**config.mk**
```make
export PLATFORM = sky130hd
export DESIGN_NAME = irq_pending_unit
export DESIGN_NICKNAME = d
export VERILOG_FILES = /design/src/rtl/irq_pkg.sv /design/src/rtl/irq_sync.sv /design/src/rtl/irq_pending_unit.sv
export SDC_FILE = /design/constraint.sdc
export NUM_CORES = 1
export LEC_CHECK = 0
export ABC_AREA = 1
export BUFFER_PORTS_ARGS = -buffer_cell sky130_fd_sc_hd__buf_4
export CAP_MARGIN = 40
export CELL_PAD_IN_SITES_DETAIL_PLACEMENT = 2
export CELL_PAD_IN_SITES_GLOBAL_PLACEMENT = 2
export CORE_MARGIN = 3
export CORE_UTILIZATION = 31
export DETAILED_ROUTE_END_ITERATION = 7
export GPL_TIMING_DRIVEN = 1
export PLACE_DENSITY = 0.78
export SLEW_MARGIN = 40
export SYNTH_ARGS = -nofsm -noshare
export SYNTH_HDL_FRONTEND = slang
export SYNTH_SLANG_ARGS = --single-unit
```
**constraint.sdc**
```tcl
create_clock -name i_clk -period 3.79 [get_ports i_clk]
set_input_delay 0.758 -clock i_clk [delete_from_list [all_inputs] [get_ports i_clk]]
set_output_delay 0.758 -clock i_clk [all_outputs]
set_load 0.02 [all_outputs]
```
**src/rtl/irq_pkg.sv**
```systemverilog
// Shared constants for the interrupt pending unit: source count, ID width,
// config/read register addresses, and a one-hot helper keyed by IRQ ID.
// Pure declarations; no logic, no latency, no flow control.
package irq_pkg;

  localparam int NUM_IRQ  = 16;
  localparam int IRQ_ID_W = 4;

  // Write-side register addresses
  localparam logic [1:0] ADDR_ENABLE = 2'd0;
  localparam logic [1:0] ADDR_MODE   = 2'd1;  // 1 = edge, 0 = level
  localparam logic [1:0] ADDR_SWSET  = 2'd2;  // write-one-to-set PENDING
  localparam logic [1:0] ADDR_CLEAR  = 2'd3;  // write-one-to-clear PENDING

  // Read-side register addresses
  localparam logic [1:0] RD_ENABLE     = 2'd0;
  localparam logic [1:0] RD_MODE       = 2'd1;
  localparam logic [1:0] RD_PENDING    = 2'd2;
  localparam logic [1:0] RD_IN_SERVICE = 2'd3;

  // One-hot mask for an IRQ ID, gated by a strobe
  function automatic logic [NUM_IRQ-1:0] id_mask(input logic en, input logic [IRQ_ID_W-1:0] id);
    logic [NUM_IRQ-1:0] m;
    m = '0;
    if (en) m[id] = 1'b1;
    return m;
  endfunction

endpackage

```
**src/rtl/irq_sync.sv**
```systemverilog
// Per-line synchroniser chain for raw IRQ inputs plus one flop for rising-edge detect.
// Latency: SYNC_STAGES cycles to sync_out; edge is combinational from sync_out/prev.
// No backpressure: free-running every cycle.
module irq_sync
  import irq_pkg::*;
#(
  parameter int WIDTH       = NUM_IRQ,
  parameter int SYNC_STAGES = 2
) (
  input  logic             i_clk,
  input  logic             i_rst,
  input  logic [WIDTH-1:0] i_async,
  output logic [WIDTH-1:0] o_sync,
  output logic [WIDTH-1:0] o_edge
);

  logic [WIDTH-1:0] sync_q [SYNC_STAGES];
  logic [WIDTH-1:0] sync_d [SYNC_STAGES];
  logic [WIDTH-1:0] prev_q;
  logic [WIDTH-1:0] prev_d;

  // Shift the raw lines down the chain; remember last synced value for edges
  always_comb begin
    sync_d[0] = i_async;
    for (int s = 1; s < SYNC_STAGES; s++) begin
      sync_d[s] = sync_q[s-1];
    end
    prev_d = sync_q[SYNC_STAGES-1];
  end

  // Chain and edge-history flops
  always_ff @(posedge i_clk or posedge i_rst) begin
    if (i_rst) begin
      for (int s = 0; s < SYNC_STAGES; s++) begin
        sync_q[s] <= '0;
      end
      prev_q <= '0;
    end else begin
      for (int s = 0; s < SYNC_STAGES; s++) begin
        sync_q[s] <= sync_d[s];
      end
      prev_q <= prev_d;
    end
  end

  assign o_sync = sync_q[SYNC_STAGES-1];
  assign o_edge = sync_q[SYNC_STAGES-1] & ~prev_q;

endmodule

```
**src/rtl/irq_pending_unit.sv**
```systemverilog
// Holds enable/mode/pending/in-service state and presents the masked request vector.
// Latency: raw IRQ high at edge k -> PENDING at edge k+2 (SYNC_STAGES=2); outputs comb from flops.
// No backpressure: claim/complete/config writes are single-cycle strobes accepted every cycle.
module irq_pending_unit
  import irq_pkg::*;
#(
  parameter int SYNC_STAGES = 2
) (
  input  logic                i_clk,
  input  logic                i_rst,
  input  logic [NUM_IRQ-1:0]  i_irq,
  input  logic                i_wr_en,
  input  logic [1:0]          i_wr_addr,
  input  logic [NUM_IRQ-1:0]  i_wr_data,
  input  logic [1:0]          i_rd_addr,
  output logic [NUM_IRQ-1:0]  o_rd_data,
  output logic [NUM_IRQ-1:0]  o_pending_vec,
  output logic                o_irq,
  input  logic                i_claim,
  input  logic [IRQ_ID_W-1:0] i_claim_id,
  input  logic                i_complete,
  input  logic [IRQ_ID_W-1:0] i_complete_id,
  output logic                o_claim_err
);

  logic [NUM_IRQ-1:0] sync_out;
  logic [NUM_IRQ-1:0] sync_edge;

  logic [NUM_IRQ-1:0] enable_q, enable_d;
  logic [NUM_IRQ-1:0] mode_q, mode_d;
  logic [NUM_IRQ-1:0] pending_q, pending_d;
  logic [NUM_IRQ-1:0] in_service_q, in_service_d;
  logic               claim_err_q, claim_err_d;

  logic [NUM_IRQ-1:0] swset_mask;
  logic [NUM_IRQ-1:0] clear_mask;
  logic [NUM_IRQ-1:0] claim_mask;
  logic [NUM_IRQ-1:0] complete_mask;
  logic               claim_valid;

  irq_sync #(
    .WIDTH       (NUM_IRQ),
    .SYNC_STAGES (SYNC_STAGES)
  ) u_sync (
    .i_clk   (i_clk),
    .i_rst   (i_rst),
    .i_async (i_irq),
    .o_sync  (sync_out),
    .o_edge  (sync_edge)
  );

  assign o_pending_vec = pending_q & enable_q & ~in_service_q;
  assign o_irq         = |o_pending_vec;
  assign o_claim_err   = claim_err_q;
  assign claim_valid   = i_claim && o_pending_vec[i_claim_id];

  // Next-state for config, pending and in-service registers
  always_comb begin
    swset_mask    = (i_wr_en && i_wr_addr == ADDR_SWSET) ? i_wr_data : '0;
    clear_mask    = (i_wr_en && i_wr_addr == ADDR_CLEAR) ? i_wr_data : '0;
    claim_mask    = id_mask(claim_valid, i_claim_id);
    complete_mask = id_mask(i_complete, i_complete_id);

    enable_d = (i_wr_en && i_wr_addr == ADDR_ENABLE) ? i_wr_data : enable_q;
    mode_d   = (i_wr_en && i_wr_addr == ADDR_MODE)   ? i_wr_data : mode_q;

    // Edge lines: set wins over clear so a fresh edge is never lost.
    // Level lines simply track the synchronised input.
    pending_d = '0;
    for (int i = 0; i < NUM_IRQ; i++) begin
      if (mode_q[i]) begin
        pending_d[i] = sync_edge[i] | swset_mask[i] |
                       (pending_q[i] & ~(claim_mask[i] | clear_mask[i]));
      end else begin
        pending_d[i] = sync_out[i];
      end
    end

    // A valid claim can never target an in-service ID, so order here is safe
    in_service_d = (in_service_q & ~complete_mask) | claim_mask;
    claim_err_d  = i_claim && !claim_valid;
  end

  // State registers; reset drops all in-service state
  always_ff @(posedge i_clk or posedge i_rst) begin
    if (i_rst) begin
      enable_q     <= '0;
      mode_q       <= '0;
      pending_q    <= '0;
      in_service_q <= '0;
      claim_err_q  <= 1'b0;
    end else begin
      enable_q     <= enable_d;
      mode_q       <= mode_d;
      pending_q    <= pending_d;
      in_service_q <= in_service_d;
      claim_err_q  <= claim_err_d;
    end
  end

  // Register read mux
  always_comb begin
    o_rd_data = '0;
    case (i_rd_addr)
      RD_ENABLE:     o_rd_data = enable_q;
      RD_MODE:       o_rd_data = mode_q;
      RD_PENDING:    o_rd_data = pending_q;
      RD_IN_SERVICE: o_rd_data = in_service_q;
      default:       o_rd_data = '0;
    endcase
  end

endmodule
```
After elaboration in Yosys (flattened, before gate mapping)
Index checks and enable logic that the tools add are counted.
Widths: inputs -> output; s select.
{"block": "word_totals", "regBits": 113, "in_bits": 49, "elab_cells": 145}
{"block": "classes", "n_lt_le_gt_ge": 4, "n_eq_ne": 6, "muxes": 27, "bitwise": 88, "n_reduce_logical": 12}
{"op": "$and 16x16->16", "count": 4}
{"op": "$mux 16", "count": 4}
{"op": "$pmux 16 s4", "count": 1}
{"op": "$not 16->16", "count": 3}
{"op": "$or 1x1->1", "count": 48}
{"op": "$mux 1", "count": 19}
{"op": "$and 1x1->1", "count": 16}
{"op": "$not 1->1", "count": 16}
{"op": "$or 16x16->16", "count": 1}
{"op": "$reduce_or 16->1", "count": 1}
{"op": "$lt 4x5->1 const B", "count": 2}
{"op": "$demux 1 s4", "count": 2}
{"op": "$eq 2x2->1 const B", "count": 4}
{"op": "$ge 4x1->1 const B", "count": 2}
{"op": "$logic_and 1x1->1", "count": 8}
{"op": "$bmux 1 s4", "count": 1}
{"op": "$eq 2x1->1 const B", "count": 2}
{"op": "$logic_not 2->1", "count": 2}
{"op": "$logic_not 1->1", "count": 1}

Depth between registers and ports, before layout
{"block": "depth", "word_depth": 11, "depth_mapped": 12, "depth_no_buf": 11}

By module
Synthesis repeated with hierarchy kept, for this count alone.
{"block": "hier_totals", "cells_unflattened": 618, "area_unflattened_um2": 5287.6}
{"mod": "irq_pending_unit", "instances": 1, "cells_per_inst": 537, "area_per_inst_um2": 3922.5}
{"mod": "irq_sync", "instances": 1, "cells_per_inst": 81, "area_per_inst_um2": 1365.1}

Worst setup path after synthesis
No wires, ideal clock.
{"block": "synth_timing", "kind": "in2out", "startpoint": "in i_rd_addr[1]", "endpoint": "out o_rd_data[10]", "arrival_ps": 1624, "path_slack_ps": 1408, "cell_stages": 4, "cell_sequence": "nor2_1 -> clkbuf_1 -> nand2_1 -> o2111ai_1"}
{"block": "synth_via", "elab_chain_cells": 2}
{"element": "from (decl)", "line": "irq_pending_unit.sv:15", "rtl": "input logic [1:0] i_rd_addr,"}
{"element": "$eq 2x2->1, or another cell as far along", "line": "irq_pending_unit.sv:104", "rtl": "case (i_rd_addr)"}
{"element": "$pmux 16 s4 (*)", "line": "irq_pending_unit.sv:104"}
{"element": "to (decl)", "line": "irq_pending_unit.sv:16", "rtl": "output logic [NUM_IRQ-1:0] o_rd_data,"}
Every way passes the cells marked *; elsewhere a longest branch is shown, timed or not.

Worst setup path after layout
{"block": "layout_timing", "startpoint": "reg pending_q[12]", "endpoint": "out o_irq"}
{"block": "layout_via", "elab_chain_cells": 3}
{"element": "from (decl)", "line": "irq_pending_unit.sv:31", "rtl": "logic [NUM_IRQ-1:0] pending_q, pending_d;"}
{"element": "from (signal assigned)", "line": "irq_pending_unit.sv:95", "rtl": "pending_q <= pending_d;"}
{"element": "$and 16x16->16 (2 in series)", "line": "irq_pending_unit.sv:52", "rtl": "assign o_pending_vec = pending_q & enable_q & ~in_service_q;"}
{"element": "$reduce_or 16->1", "line": "irq_pending_unit.sv:53", "rtl": "assign o_irq = |o_pending_vec;"}
{"element": "to (decl)", "line": "irq_pending_unit.sv:18", "rtl": "output logic o_irq,"}
Every way passes these cells.

==> summary.txt <==
======================================================================================
Result of the run                                                         complete, no violations
Prevailing post-synth register cell                                            dfrtp_1
Cell types occupying the most area after synthesis                        dfrtp_1 (55%), nand2_1 (11%), inv_1 (7.2%)
Area share of the largest cell type after synthesis                              0.550
Class of the worst hold path                                              register to register
Static leakage                                                                 3.41 nW
Post-Route Setup TNS                                                              0 ns
Port Buf Inserts                                                                    82
Initial standard-cell utilization of the core                                    0.320
Worst-case vdd ir drop                                                        0.334 mV
Placeable Area                                                             16100 sq um
Fraction of synthesis flops using an asynchronous set or reset pin                1.00
Latest clock arrival within the worst-skew pair                                0.43 ns
Number of iterations in the first detailed-routing pass                              4
Fmax achieved                                                                0.346 GHz
Post-synthesis cell type count                                                      27
Seq pwr share                                                                    0.378
Post-Syn Instances                                                                 590
Weighted congestion reported at the end of routability-driven placement          0.812
GR Layer Usage met1                                                              0.259
Placed standard-cell area                                                   6000 sq um
Antenna-violating nets left                                                          0
Total gr overflow                                                                    0
Post-route non-filler standard cell count                                          912
Final critical delay including setup and external delays                       2.89 ns
Max-slew headroom                                                                0.556
Post-synth design cell area                                                 5140 sq um
Critical path class                                                       register to primary output
Sequential cell area fraction in the yosys report                                0.550
Row Count                                                                           46
Smallest hold slack                                                           0.347 ns
Number of post-CTS setup repair buffers                                              0
Count of final setup violators                                                       0
Met3 track utilization from global routing                                      0.0451
Fraction of layout instances using a drive strength above 1                      0.220
Proportion of total power due to net switching                                   0.295
Vias in the first global route                                                    5362
Post-synth top cells                                                      nand2_1 (147), dfrtp_1 (113), inv_1 (99), o21ai_0 (48), nor2_1 (47)
Data arrival time at the worst-slack endpoint                                  2.13 ns
Worst-case setup margin in the final layout                                   0.903 ns
Kind of end point of the critical path                                    primary output
Pin count of the biggest net entering global routing                                67
Cell Count Post-Placement                                                          880
Number of fill cells                                                              1762
Die X-Extent                                                                    135 um
Htree depth                                                                          4
Internal portion of total power                                                2.76 mW
Count of state elements after synthesis                                            113
Post-synthesis area per instance                                            8.71 sq um
Setup slack at placement                                                       1.26 ns
Net total in the final layout                                                      732
I/O Pins                                                                            83
Number of antenna violations at the first check in global routing                    0
Via total after detailed routing                                                  4514
Period Utilization, post-route                                                   0.762
Required time reported for the critical path endpoint                          3.03 ns
Power per cell area                                                        591 nW/um^2
Number of CTS-inserted buffers                                                      17
Maximum fanout along the worst path                                                  2
Final setup skew                                                            0.00938 ns
Ant. Diodes                                                                          0
Grt peak-use layer                                                                met2
Share of total power in combinational logic                                      0.182
Clock transition at path regs                                                  0.05 ns
Met2 Resource Use GR                                                             0.380
EDFF count, synth                                                                    0
TritonCTS clock tree                                                               yes
Number of gates given a new drive strength after cts                                 0
Half-perimeter wire length after placement                                    12800 um
Worst Max-Slew Pin Slew                                                       0.664 ns
Final instance area                                                         6620 sq um
Maximum root-to-sink buffer count                                                    2
Yosys synthesis warning count                                                        0
Wire length of the first global-routing pass                                  29700 um
Switching power summed over all nets                                           1.16 mW
Buffer cell driving the clock tree root                                      clkbuf_16
Routed Wire Length                                                            18200 um
Initial DRC Count                                                                  208
Max-slew violations                                                                  0
Clock network fraction of design power                                           0.439
Detailed-route wire length per cell                                            20.0 um
Crit start category                                                           register
Die Outline Area                                                           18200 sq um
Die Y                                                                           135 um
GRT Total Usage                                                                  0.216
Number of hold buffers added after CTS                                               0
DRC violation count after routing                                                    0
Net count after synthesis                                                          639
Hold violation count in the final report                                             0
Via-to-Cell Ratio                                                                 4.95
Yosys top cell by area                                                         dfrtp_1
Most frequent cell after synthesis                                             nand2_1
CTS sink cnt                                                                       113
Unrepaired setup endpoints after global routing                                  false
Layout overhead on the synthesized area                                          28.9%
Reported max-cap violation count                                                     0
======================================================================================
## worst paths after layout
check	start	end	slack (ns)	cells past startpoint
hold / removal	u_sync.sync_d[6]	u_sync.o_sync[6]	0.35	0
setup reg to reg	in_service_q[1]	pending_q[1]	1.78	10
min in group asynchronous	i_rst	u_sync.o_sync[14]	0.42	2
max in group asynchronous	i_rst	mode_q[1]	2.67	3
setup / recovery	pending_q[12]	o_irq	0.90	7
hold reg to reg	u_sync.sync_d[6]	u_sync.o_sync[6]	0.35	0
## registers in the layout, summed over array words and instances (netlist names)
| register | count |
|---|---|
| enable_q | 16 |
| in_service_q | 16 |
| mode_q | 16 |
| pending_q | 16 |
| u_sync.o_sync | 16 |
| u_sync.prev_q | 16 |
| u_sync.sync_d | 16 |
| o_claim_err | 1 |
## critical path: stages, from the launching register on
cell     delay (ns)
dfrtp_1        0.38
inv_1          0.09
nor2_1         0.04
nand2_1        0.10
inv_1          0.09
nor4_1         0.47
nand4_1        0.29
buf_4          0.24
## logic make-up after synthesis
logic type / share of synthesized area
DFF: 0.550
AOI/OAI and AO/OA: 0.141
and+or+nand+nor: 0.217
buffers and inverters: 0.0921
## layout make-up
type / instances / area (sq um) / share of cell area
Tap cell: 216 / 270 / 0.0408
Timing Repair Buffer: 89 / 681 / 0.103
Clock inverter: 10 / 158 / 0.0238
Inverter: 100 / 380 / 0.0574
Sequential cell: 113 / 2830 / 0.427
Multi-Input combinational cell: 362 / 1840 / 0.278
Clock buffer: 22 / 464 / 0.0701
## power by group through the flow
stage               Clock [mW]  Combinational, mW  Sequential, mW
floorplan                    0              0.440            1.46
global placement             0              0.683            1.48
detailed placement           0              0.713            1.50
CTS                       1.75              0.729            1.48
global route              1.81              0.796            1.50
finish                    1.72              0.714            1.48
## per-stage QoR
stage,utilization,power [mW]
2_1_floorplan,-,1.90
3_3_place_gp,0.373,2.16
3_5_place_dp,0.374,2.21
4_1_cts,0.412,3.96
5_1_grt,0.412,4.11
6_report,0.412,3.91
## layout by cell type (no fill, tap or decap)
cell type     n
o221ai_1     16
o2111ai_1    11
clkbuf_16    17
nand3_1      22
a21oi_2       9
nor2_1       47
inv_2         1
nand2_1     145
o21ai_1       2
nand4_1       7
nand3_4       1
o21bai_1      1
clkbuf_8      2
bufinv_16     4
dfrtp_1     113
a21oi_1       9
o21ai_0      48
clkinv_2      3
nor2_4        1
nand3_2       8
buf_4        88
nor2_2        2
clkinvlp_4    3
inv_6         1
nand3b_1      3
nand2_2      12
buf_12        1
clkbuf_1      3
nor4_1        4
inv_1        98
a21boi_0     14
## routing by layer
metal / share of wire / routed length [um]
met4: 0.019 / 352
met5: 0 / 0
met3: 0.034 / 623
met1: 0.42 / 7710
met2: 0.52 / 9550
Power figures use the tool's default switching activity.
